### src/rtl/multu_hilo.sv
// Sequential 32x32 unsigned shift-add multiplier with HI/LO result registers.
// One multiplier bit per cycle; busy stalls the pipeline, done pulses on HI/LO update.
module multu_hilo (
  input  logic        clk,
  input  logic        reset,
  input  logic [31:0] dataA,
  input  logic [31:0] dataB,
  input  logic [3:0]  signal,
  input  logic        start,
  output logic        busy,
  output logic        done,
  output logic [31:0] dataOut
);

  localparam logic [3:0] MULTU = 4'b0101;
  localparam logic [3:0] MFHI  = 4'b0110;
  localparam logic [3:0] MFLO  = 4'b0111;

  localparam logic [1:0] IDLE = 2'd0;
  localparam logic [1:0] RUN  = 2'd1;
  localparam logic [1:0] DONE = 2'd2;

  logic [1:0]  state_q, state_d;
  logic [63:0] mcand_q, mcand_d;
  logic [31:0] mplier_q, mplier_d;
  logic [63:0] prod_q, prod_d;
  logic [5:0]  count_q, count_d;
  logic [31:0] hi_q, hi_d;
  logic [31:0] lo_q, lo_d;
  logic        busy_q, busy_d;
  logic        done_q, done_d;
  logic        go;
  logic [63:0] sum;

  assign go  = start && (signal == MULTU);
  assign sum = prod_q + (mplier_q[0] ? mcand_q : 64'h0);

  always_comb begin
    state_d  = state_q;
    mcand_d  = mcand_q;
    mplier_d = mplier_q;
    prod_d   = prod_q;
    count_d  = count_q;
    hi_d     = hi_q;
    lo_d     = lo_q;
    case (state_q)
      IDLE, DONE: begin
        state_d = IDLE;
        if (go) begin
          mcand_d  = {32'h0, dataA};
          mplier_d = dataB;
          prod_d   = 64'h0;
          count_d  = 6'd0;
          state_d  = RUN;
        end
      end
      RUN: begin
        prod_d   = sum;
        mcand_d  = mcand_q << 1;
        mplier_d = mplier_q >> 1;
        count_d  = count_q + 6'd1;
        // last bit: commit the sum including this cycle's add
        if (count_q == 6'd31) begin
          hi_d    = sum[63:32];
          lo_d    = sum[31:0];
          state_d = DONE;
        end
      end
      default: state_d = IDLE;
    endcase
    busy_d = (state_d == RUN);
    done_d = (state_d == DONE);
  end

  always_ff @(posedge clk or negedge reset) begin
    if (!reset) begin
      state_q  <= IDLE;
      mcand_q  <= 64'h0;
      mplier_q <= 32'h0;
      prod_q   <= 64'h0;
      count_q  <= 6'd0;
      hi_q     <= 32'h0;
      lo_q     <= 32'h0;
      busy_q   <= 1'b0;
      done_q   <= 1'b0;
    end else begin
      state_q  <= state_d;
      mcand_q  <= mcand_d;
      mplier_q <= mplier_d;
      prod_q   <= prod_d;
      count_q  <= count_d;
      hi_q     <= hi_d;
      lo_q     <= lo_d;
      busy_q   <= busy_d;
      done_q   <= done_d;
    end
  end

  assign busy = busy_q;
  assign done = done_q;

  always_comb begin
    unique case (1'b1)
      (signal == MFHI): dataOut = hi_q;
      (signal == MFLO): dataOut = lo_q;
      default:          dataOut = 32'h0;
    endcase
  end

endmodule

### config.mk
export PLATFORM = sky130hd
export DESIGN_NAME = multu_hilo
export DESIGN_NICKNAME = d
export VERILOG_FILES = /design/src/rtl/multu_hilo.sv
export SDC_FILE = /design/constraint.sdc
export NUM_CORES = 1
export LEC_CHECK = 0
export ABC_AREA = 1
export ABC_CLOCK_PERIOD_IN_PS = 5890
export CAP_MARGIN = 20
export CORE_MARGIN = 8
export CORE_UTILIZATION = 55
export CTS_CLUSTER_DIAMETER = 120
export CTS_CLUSTER_SIZE = 8
export DETAILED_ROUTE_END_ITERATION = 16
export PLACE_DENSITY = 0.73
export REMOVE_ABC_BUFFERS = 1
export SLEW_MARGIN = 25
export SYNTH_ARGS = -nofsm -noshare
export SYNTH_HDL_FRONTEND = slang
export SYNTH_SLANG_ARGS = --single-unit
### constraint.sdc
create_clock -name clk -period 5.89 [get_ports clk]
set_input_delay 0.8835 -clock clk [delete_from_list [all_inputs] [get_ports clk]]
set_output_delay 0.8835 -clock clk [all_outputs]
set_load 0.1 [all_outputs]
==> results_dict.tcl <==
set metrics [dict create \
    status "finished, final reports clean" \
    synth.avg_cell_area_um2 6.54 \
    critPathMaxFanout 23 \
    rsz0062_at_grt "no" \
    track_usage 0.295 \
    yosys.area.top_type "dfrtp_1" \
    die_width_um 185 \
    final_common_cell "nand2_1" \
    r2r_setup_slack_ns 2.39 \
    dr.pass1.iters 5 \
    final_cells 2859 \
    antenna_found_initial 0 \
    final_nets 2614 \
    finalSetupViolCount 0 \
    numPortBuffers 104 \
    hold_viol 0 \
    critical_path_class "input pin to primary output" \
    syn_inst 2392 \
    cp-end-kind "primary output" \
    overflow 0 \
    insertion_delay_ns 0.53 \
    cts_hold_buffers 0 \
    start_util 0.560 \
    r2r_end "hi_q[12]$_DFFE_PN0P_" \
    clkPwrFrac 0.167 \
    yosys.cell_types.count 40 \
    final.setup.tns_ns 0 \
    reg2reg_depth 18 \
    netlist_area_mm2 0.0157 \
    cts.sinks 234 \
    holdCritPathClass "input pin to async pin" \
    grt_max_degree 86 \
    cts-root-buf "clkbuf_16" \
    cap_violations 0 \
    antennaDiodeCount 0 \
    cts.repair.resized 0 \
    io_pins 105 \
    cts_tree "built" \
    place.gp.congestion 0.986 \
    ys_seq_area_frac 0.374 \
    drive_gt1_frac 0.0552 \
    clk_path_buf_depth 3 \
    placed_cells_incl_taps 2819 \
    die_y_um 185 \
    routedWlPerCell_um 17.4 \
    drtIter0Drc 1371 \
    clk_pin_slew_worst_paths_ns 0.05 \
    swShare 0.512 \
    core_area_mm2 0.0279 \
    ys_ff_latch 234 \
    drc_errors 0 \
    stdcell_area_mm2 0.0178 \
    yosys.area_share.simple 0.329 \
    cts_max_level 2 \
    grt_pass1_vias 14681 \
    dp_hpwl_um 38000 \
    crit_start "signal[2]" \
    synth_top_family_by_area "simple AND/OR/NAND/NOR gates" \
    cts_setup_buffers 0 \
    layout_common_cells "853 x nand2_1, 477 x inv_1, 233 x dfrtp_1" \
    numCtsBuffers 35 \
    p_per_area_mw_per_mm2 599 \
    fin_skew_ns 0.0176 \
    num_vias 15174 \
    synth-xor-area-share 0.0162 \
    grt_pass1_wl_um 78500 \
    num_rows 61 \
    r2r-start "mplier_q[0]$_DFFE_PN0P_" \
    yosys_warnings 0 \
    start_kind "input pin" \
    p_comb_frac 0.590 \
    areaGrowthSynthToFinish_pct 13.9 \
    min_period_ns 3.69 \
    required_ns 5.01 \
    report.final.slew_viol_count 0 \
    critPathArrivalTime_ns 2.81 \
    pwr-share-seq 0.243 \
    ys_top_cells_by_area "dfrtp_1 37%, nand2_1 20%, inv_1 11%" \
    detailed_place.area_mm2 0.0169 \
    synthAdderAreaFrac 0.0524 \
    max_freq_mhz 271 \
    fp.dieArea_mm2 0.0341 \
    synth_compound_area_frac 0.0915 \
    netlist.area_leader.share 0.374 \
    worst_pin_slew_ns 0.978 \
    peakVddDrop_v 0.000329 \
    crit_end "dataOut[20]" \
    p_int_mw 5.21 \
    synthMuxAreaShare 0.000640 \
    leakage_nw 9.82 \
    routed_wl_um 49700 \
    period_share 0.627 \
    vias_per_cell 5.31 \
    slew_headroom 0.346 \
    ant_nets 0 \
    p_switching_mw 5.46 \
]
## layer usage
layer	vias up	track usage	routed length (um)
met4	0	0.105	1620
met1	7083	0.418	23400
met5	-	0	0
met3	97	0.0532	3500
met2	500	0.447	21100
li1	7494	-	-
## Yosys cell counts, drive strengths merged
| cell | count |
|---|---|
| o22ai | 118 |
| nand3b | 9 |
| nor3b | 1 |
| or2 | 2 |
| and2 | 1 |
| clkbuf | 34 |
| nor3 | 15 |
| a22oi | 6 |
| nand4 | 12 |
| nor4 | 2 |
| o21bai | 2 |
| xnor2 | 23 |
| ha | 64 |
| buf | 33 |
| o21ai | 75 |
| and3 | 1 |
| inv | 484 |
| nand2 | 866 |
| dfrtp | 234 |
| clkinv | 2 |
| mux2i | 1 |
| a22o | 4 |
| a21oi | 43 |
| nor2 | 235 |
| xor2 | 6 |
| a21boi | 1 |
| fa | 1 |
| nand3 | 117 |
## worst max-delay path, stage by stage
cell and delay (ns):
clkdlybuf4s50_1 0.46, inv_1 0.04, nor2_1 0.14, nand3_1 0.31, buf_4 0.35, o22ai_1 0.26, buf_4 0.34
## power groups by stage
stage / clock network (mW) / logic (mW) / registers, mW
after global placement: 0 / 6.04 / 2.57
after floorplan: 0 / 4.34 / 2.51
final: 1.79 / 6.30 / 2.59
after global routing: 1.88 / 6.99 / 2.65
after detailed placement: 0 / 6.17 / 2.59
after CTS: 1.82 / 6.21 / 2.58
## layout make-up
type	count	area [um^2]
well taps	378	473
fillers	2628	10100
flip-flops and latches	234	5860
repair buffers	116	1060
clock inverters	4	61.3
clock buffers	36	880
multi-input cells	1605	7670
inverters	486	1830
## cell families after synthesis
logic type               count (synthesis)
AND/OR/NAND/NOR                       1261
buffers and inverters                  553
AO/OA/AOI/OAI                          249
flip-flops                             234
adder cells (fa/ha/maj)                 65
XOR/XNOR                                29
multiplexers                             1
## worst min-delay path by stage
stage	to	slack [ns]	cells past startpoint
4_1_cts	mplier_q[22]$_DFFE_PN0P_	0.40	1
5_1_grt	mplier_q[22]$_DFFE_PN0P_	0.41	1
2_1_floorplan	count_q[5]$_DFFE_PN0P_	0.45	1
3_5_place_dp	hi_q[11]$_DFFE_PN0P_	0.47	2
3_3_place_gp	prod_q[0]$_DFFE_PN0P_	0.46	2
6_report	mplier_q[22]$_DFFE_PN0P_	0.36	1
## per-stage QoR
stage | utilization | setup WS (ns) | total power [mW] | hold slack [ns]
2_1_floorplan | - | 1.68 | 6.85 | 0.445
3_3_place_gp | 0.604 | 1.89 | 8.61 | 0.461
3_5_place_dp | 0.604 | 2.14 | 8.76 | 0.467
4_1_cts | 0.638 | 2.22 | 10.6 | 0.397
5_1_grt | 0.638 | 2.10 | 11.5 | 0.414
6_report | 0.638 | 2.20 | 10.7 | 0.359
## state kept, by name (all words and copies together) (netlist names)
signal / flops
mcand_q: 64
prod_q: 64
hi_q: 32
lo_q: 32
mplier_q: 32
count_q: 6
state_q: 2
busy: 1
done: 1
(Power assumes the default switching activity.)
